<file path="config.mk">
export PLATFORM = sky130hd
export DESIGN_NAME = icache_dataram_sched
export DESIGN_NICKNAME = d
export VERILOG_FILES = /design/src/rtl/icache_dataram_sched_pkg.sv /design/src/rtl/icache_dataram_sched_rr_arbiter.sv /design/src/rtl/icache_dataram_sched.sv
export SDC_FILE = /design/constraint.sdc
export NUM_CORES = 1
export LEC_CHECK = 0
export BUFFER_PORTS_ARGS = -buffer_cell sky130_fd_sc_hd__buf_4
export CAP_MARGIN = 15
export CORE_ASPECT_RATIO = 1.5
export CORE_UTILIZATION = 44
export CTS_BUF_LIST = sky130_fd_sc_hd__clkbuf_16
export DETAILED_ROUTE_END_ITERATION = 8
export GPL_TIMING_DRIVEN = 0
export MAX_ROUTING_LAYER = met4
export PLACE_DENSITY = 0.86
export SYNTH_ARGS = -nofsm -noshare
export SYNTH_HDL_FRONTEND = slang
export SYNTH_HIERARCHICAL = 1
export SYNTH_SLANG_ARGS = --single-unit
</file>
<file path="constraint.sdc">
create_clock -name clk -period 6.8 [get_ports clk]
set_clock_uncertainty 0.2 [all_clocks]
set_input_delay 0.34 -clock clk [delete_from_list [all_inputs] [get_ports clk]]
set_output_delay 0.34 -clock clk [all_outputs]
set_load 0.02 [all_outputs]
</file>
<file path="src/rtl/icache_dataram_sched_pkg.sv">
// Shared icache types and sizing for the data-array scheduler and its MSHR-side helpers.
package toy_pack;

  localparam int MSHR_ENTRY_NUM         = 8;
  localparam int WAY_NUM                = 2;
  localparam int ICACHE_INDEX_WIDTH     = 7;
  localparam int ICACHE_REQ_TXNID_WIDTH = 8;
  localparam int MAX_WR_BURST           = 4;

  localparam int ICACHE_WAY_WIDTH       = (WAY_NUM > 1) ? $clog2(WAY_NUM) : 1;
  localparam int MSHR_ENTRY_INDEX_WIDTH = $clog2(MSHR_ENTRY_NUM);
  localparam int WR_STREAK_WIDTH        = $clog2(MAX_WR_BURST + 1);

  typedef struct packed {
    logic [ICACHE_WAY_WIDTH-1:0]       way;
    logic [ICACHE_INDEX_WIDTH-1:0]     index;
    logic [ICACHE_REQ_TXNID_WIDTH-1:0] txnid;
  } dataram_sched_req_t;

  // Round-robin pointer advance with explicit wrap, so non-power-of-two entry counts work.
  function automatic logic [MSHR_ENTRY_INDEX_WIDTH-1:0] next_rr_ptr(
    input logic [MSHR_ENTRY_INDEX_WIDTH-1:0] cur
  );
    if (cur == MSHR_ENTRY_INDEX_WIDTH'(MSHR_ENTRY_NUM - 1)) return '0;
    return cur + MSHR_ENTRY_INDEX_WIDTH'(1);
  endfunction

endpackage

</file>
<file path="src/rtl/icache_dataram_sched_rr_arbiter.sv">
// Round-robin arbiter: scans the request vector starting at ptr, returns one-hot and encoded winner.
module icache_rr_arbiter #(
  parameter int N     = 8,
  parameter int IDX_W = $clog2(N)
) (
  input  logic [N-1:0]     req,
  input  logic [IDX_W-1:0] ptr,
  output logic [N-1:0]     gnt,
  output logic [IDX_W-1:0] gnt_idx,
  output logic             gnt_vld
);

  always_comb begin
    int j;
    gnt     = '0;
    gnt_idx = '0;
    gnt_vld = 1'b0;
    j       = 0;
    for (int i = 0; i < N; i++) begin
      j = int'(ptr) + i;
      if (j >= N) j = j - N;
      if (!gnt_vld && req[j]) begin
        gnt_vld = 1'b1;
        gnt[j]  = 1'b1;
        gnt_idx = IDX_W'(j);
      end
    end
  end

endmodule

</file>
<file path="src/rtl/icache_dataram_sched.sv">
// Single-port icache data-array scheduler: linefill writes vs. round-robin MSHR read replays,
// with a write-burst starvation guard and a one-cycle read-response tag stage.
module icache_dataram_sched
  import toy_pack::*;
(
  input  logic                                               clk,
  input  logic                                               rst,
  input  logic [MSHR_ENTRY_NUM-1:0]                          v_rd_req_vld,
  input  logic [MSHR_ENTRY_NUM*ICACHE_WAY_WIDTH-1:0]         v_rd_req_way,
  input  logic [MSHR_ENTRY_NUM*ICACHE_INDEX_WIDTH-1:0]       v_rd_req_index,
  input  logic [MSHR_ENTRY_NUM*ICACHE_REQ_TXNID_WIDTH-1:0]   v_rd_req_txnid,
  output logic [MSHR_ENTRY_NUM-1:0]                          v_rd_req_rdy,
  input  logic                                               wr_req_vld,
  output logic                                               wr_req_rdy,
  input  logic [ICACHE_WAY_WIDTH-1:0]                        wr_req_way,
  input  logic [ICACHE_INDEX_WIDTH-1:0]                      wr_req_index,
  input  logic                                               rsp_rdy,
  output logic                                               ram_en,
  output logic                                               ram_we,
  output logic [ICACHE_WAY_WIDTH-1:0]                        ram_way,
  output logic [ICACHE_INDEX_WIDTH-1:0]                      ram_index,
  output logic                                               rd_rsp_vld,
  output logic [MSHR_ENTRY_INDEX_WIDTH-1:0]                  rd_rsp_entry,
  output logic [ICACHE_REQ_TXNID_WIDTH-1:0]                  rd_rsp_txnid
);

  // Handshake: a request is consumed in the cycle vld & rdy are both high; requesters hold
  // vld and payload stable until then. Grants are combinational, so rdy never waits on vld history.

  dataram_sched_req_t                 rd_req [MSHR_ENTRY_NUM];
  dataram_sched_req_t                 rd_sel;
  logic [MSHR_ENTRY_INDEX_WIDTH-1:0]  rr_ptr;
  logic [MSHR_ENTRY_INDEX_WIDTH-1:0]  arb_idx;
  logic [MSHR_ENTRY_NUM-1:0]          arb_gnt;
  logic                               arb_vld;
  logic [WR_STREAK_WIDTH-1:0]         wr_streak;
  logic                               rd_elig;
  logic                               starve;
  logic                               rd_grant;
  logic                               rsp_vld_q;
  logic [MSHR_ENTRY_INDEX_WIDTH-1:0]  rsp_entry_q;
  logic [ICACHE_REQ_TXNID_WIDTH-1:0]  rsp_txnid_q;

  for (genvar g = 0; g < MSHR_ENTRY_NUM; g++) begin : g_unpack
    assign rd_req[g] = {v_rd_req_way[g*ICACHE_WAY_WIDTH +: ICACHE_WAY_WIDTH],
                        v_rd_req_index[g*ICACHE_INDEX_WIDTH +: ICACHE_INDEX_WIDTH],
                        v_rd_req_txnid[g*ICACHE_REQ_TXNID_WIDTH +: ICACHE_REQ_TXNID_WIDTH]};
  end

  icache_rr_arbiter #(
    .N     (MSHR_ENTRY_NUM),
    .IDX_W (MSHR_ENTRY_INDEX_WIDTH)
  ) u_rr_arb (
    .req     (v_rd_req_vld),
    .ptr     (rr_ptr),
    .gnt     (arb_gnt),
    .gnt_idx (arb_idx),
    .gnt_vld (arb_vld)
  );

  // A read only counts as eligible when the response consumer can take the beat next cycle.
  assign rd_elig      = arb_vld & rsp_rdy;
  assign starve       = rd_elig & (wr_streak == WR_STREAK_WIDTH'(MAX_WR_BURST));
  assign wr_req_rdy   = ~rst & wr_req_vld & ~starve;
  assign rd_grant     = ~rst & rd_elig & ~wr_req_rdy;
  assign v_rd_req_rdy = rd_grant ? arb_gnt : '0;
  assign rd_sel       = rd_req[arb_idx];

  always_comb begin
    ram_en    = 1'b0;
    ram_we    = 1'b0;
    ram_way   = '0;
    ram_index = '0;
    if (wr_req_rdy) begin
      ram_en    = 1'b1;
      ram_we    = 1'b1;
      ram_way   = wr_req_way;
      ram_index = wr_req_index;
    end else if (rd_grant) begin
      ram_en    = 1'b1;
      ram_way   = rd_sel.way;
      ram_index = rd_sel.index;
    end
  end

  always_ff @(posedge clk) begin
    if (rst) begin
      rr_ptr      <= '0;
      wr_streak   <= '0;
      rsp_vld_q   <= 1'b0;
      rsp_entry_q <= '0;
      rsp_txnid_q <= '0;
    end else begin
      rsp_vld_q <= rd_grant;
      if (rd_grant) begin
        rr_ptr      <= next_rr_ptr(arb_idx);
        rsp_entry_q <= arb_idx;
        rsp_txnid_q <= rd_sel.txnid;
      end
      // Streak only measures writes that actually held off a ready read.
      if (rd_grant || !rd_elig) begin
        wr_streak <= '0;
      end else if (wr_req_rdy && (wr_streak != WR_STREAK_WIDTH'(MAX_WR_BURST))) begin
        wr_streak <= wr_streak + WR_STREAK_WIDTH'(1);
      end
    end
  end

  // A reset landing right after a grant drops the in-flight response immediately.
  assign rd_rsp_vld   = rsp_vld_q & ~rst;
  assign rd_rsp_entry = rst ? '0 : rsp_entry_q;
  assign rd_rsp_txnid = rst ? '0 : rsp_txnid_q;

endmodule

</file>
==> impl_metrics.csv <==
group,metric,value,unit
synth,synth_cell_types,68,
sta,slew_viol_final,0,
sta,maxSlewHeadroom,0.5267,
job,drv_cap,0,
clock_tree,cts_tree,"built",
routing,routed_via_density,6.189,
critical_path,arrival,5.52,ns
synth,synth.avg_cell_area,9.958,um^2
synth,synth.net_count,502,
global_routing,grt_antenna_before_repair,0,
critical_path,required,6.26,ns
sta,rsz0062_at_grt,"false",
floorplan,ios,179,
final_layout,syn2layout_area_growth,45.11,%
routing,totalWireLength,11860,um
placed_design,gp_congestion,0.9710,
sta,worstMarginPinSlew,0.7078,ns
final_layout,insertedDiodeCount,0,
floorplan,fp.dieH,109.8,um
clock_tree,post_cts_resized,0,
final_layout,drive_gt1_frac,0.5239,
critical_path,crit_fanout,11,
clock_tree,postCtsSetupBuffers,0,
sta,finalHoldViolCount,0,
global_routing,globalRouteOverflowTotal,0,
floorplan,dieArea,0.008103,mm^2
clock_tree,clock_path_buffers,2,
clock_tree,cts_hold_buf,0,
synth,ys_seq_elements,18,
global_routing,grt_pass1_vias,3919,
pwr,irDropWorstVdd,0.2958,mV
critical_path,path_class,"reg -> out",
clock_tree,clk_latency,0.25,ns
synth,ys_top_cells_by_area,"mux2_2 13%, mux4_1 13%, mux4_2 13%, dfxtp_1 11%, ha_1 4.4%",
sta,min_period,6.056,ns
routing,antenna_left,0,
final_layout,final_cell_mix,"181 x buf_4, 40 x mux2_2, 19 x mux4_2, 18 x dfxtp_1",
synth,async_flop_share,0,
synth,synthCells,342,
global_routing,grt_pass1_wl,18510,um
critical_path,worstSetupEndpointType,"primary output",
placed_design,dp_cells,620,
clock_tree,cts_buffers,3,
sta,setup_viol,0,
routing,drc_errors,0,
critical_path,slowest_stage,"mux4_2",
synth,synth_area,0.003406,mm^2
routing,wire_per_inst,19.04,um
placed_design,portBuffers,178,
critical_path,crit_chain,"inv_1 -> clkbuf_1 -> ha_1 -> buf_6 -> mux4_2 -> mux2_2 -> or3_1 -> nor3_2 -> nand2_1 -> a21oi_1 -> buf_2 -> buf_2 -> mux4_2 -> nor2_1 -> o31ai_1 -> buf_4",
routing,vias,3856,
critical_path,max_stage_delay,0.58,ns
final_layout,fin_util,0.6706,
synth,synth.top_cell.area_share,0.1323,
floorplan,die_w,73.84,um
run_status,status,"finished clean",
clock_tree,path_clk_slew,0.05,ns
sta,period_share,0.8906,
floorplan,initial_core_util,0.4621,
floorplan,row_count,38,
clock_tree,cts.sinks,18,
synth,synth_top_cell_by_area,"mux2_2",
routing,firstDrtPassIters,5,
clock_tree,clockRootBuffer,"clkbuf_16",
routing,drt_iter0_drc,364,
synth,ys.flop_type,"dfxtp_1",
synth,yosys_warnings,6,
sta,setup-tns-final,0,ns
sta,max_freq,0.1651,GHz
global_routing,track_usage,0.3049,
final_layout,fin_cells,623,
global_routing,grt_max_degree,12,
placed_design,dp_hpwl,9820,um
synth,synth_edf_count,0,
pwr,p_leak,2.144,nW
worst_hold_path,holdCritPathClass,"in -> reg",
pwr,power_density,405.7,mW/mm^2
synth,ys_seq_area_frac,0.1058,
final_layout,nNetsFinal,685,
critical_path,start_kind,"register",
clock_tree,cts.htree.levels,1,
floorplan,core_area,0.007370,mm^2
final_layout,final_common_cell,"buf_4",
final_layout,fill_cells,597,
==> worst paths after layout <==
| path | from | to | slack, ns | depth (start not counted) |
|---|---|---|---|---|
| max reg2reg | rr_ptr[0]$_SDFFE_PP0P_ | rsp_txnid_q[5]$_SDFFE_PP0P_ | 1.22 | 15 |
| min | rsp_rdy | wr_streak[2]$_SDFFE_PP0P_ | 0.23 | 3 |
| min reg2reg | wr_streak[0]$_SDFFE_PP0P_ | wr_streak[0]$_SDFFE_PP0P_ | 0.34 | 2 |
| max | rr_ptr[0]$_SDFFE_PP0P_ | ram_index[2] | 0.74 | 16 |
==> power by group <==
part	switching (W)	internal (W)
Combinational	0.000891	0.000850
Sequential	0.0000144	0.000134
Clock	0.0000379	0.0000773
==> worst max-delay path, delay by kind of cell (launching register included) <==
kind | cells | cell delay, ns
simple gates | 4 | 0.95
flops | 1 | 0.49
fa+ha+maj | 1 | 0.47
buf+inv | 6 | 1.53
compound gates | 2 | 0.36
mux | 3 | 1.47
==> logic make-up (layout without fill, tap and decap cells) <==
| family | count (synthesis) | count (layout) | synth area share |
|---|---|---|---|
| AND/OR/NAND/NOR | 105 | 105 | 0.1719 |
| multiplexers | 87 | 87 | 0.4276 |
| AO/OA/AOI/OAI | 76 | 76 | 0.1752 |
| buffers and inverters | 39 | 220 | 0.06245 |
| flip-flops | 18 | 18 | 0.1058 |
| adder cells (fa/ha/maj) | 12 | 12 | 0.04408 |
| XOR/XNOR | 5 | 5 | 0.01286 |
==> area by class of cell <==
type | count | area, um^2 | share of cell area
Buffer | 29 | 175.2 | 0.03544
Clock buffer | 3 | 75.07 | 0.01519
Inverter | 10 | 37.54 | 0.007595
Multi-Input combinational cell | 285 | 2833 | 0.5732
Sequential cell | 18 | 360.3 | 0.07291
Tap cell | 100 | 125.1 | 0.02532
Timing Repair Buffer | 178 | 1336 | 0.2704
==> metrics by stage <==
step	setup WS (ns)	hold WS (ns)	total power, W	instance area (um^2)
2_1_floorplan	1.885	0.2788	0.001466	3406
3_3_place_gp	1.110	0.2918	0.001837	4867
3_5_place_dp	1.057	0.3115	0.001864	4867
4_1_cts	0.7779	0.2267	0.001986	4942
5_1_grt	0.4287	0.2362	0.002134	4942
6_report	0.7437	0.2339	0.002005	4942
==> per-layer routing <==
metal / vias to the layer above / part of all wire / global-route usage
met1: 1855 / 0.36 / 0.3237
li1: 1742 / - / -
met5: - / 0 / -
met3: 53 / 0.050 / 0.03025
met2: 206 / 0.55 / 0.5564
met4: 0 / 0.045 / 0.1442
==> registers in the layout, indices dropped and copies added (netlist names) <==
| name | cells |
|---|---|
| rsp_txnid_q | 8 |
| rr_ptr | 3 |
| rsp_vld_q | 1 |
| wr_streak | 3 |
| rsp_entry_q | 3 |
==> cell usage after synthesis, types with 4 or more instances <==
library cell and count:
a21oi_1 12, a32o_1 4, and2_1 14, buf_2 11, buf_6 4, clkbuf_1 9
dfxtp_1 18, ha_1 12, inv_1 8, mux2_2 40, mux2i_1 8, mux4_1 17
mux4_2 19, nand2_1 16, nand3_1 15, nor2_1 17, nor2b_1 16, nor3_1 7
o21ai_0 4, o22ai_1 11, o31ai_1 8
(Power assumes the default switching activity.)
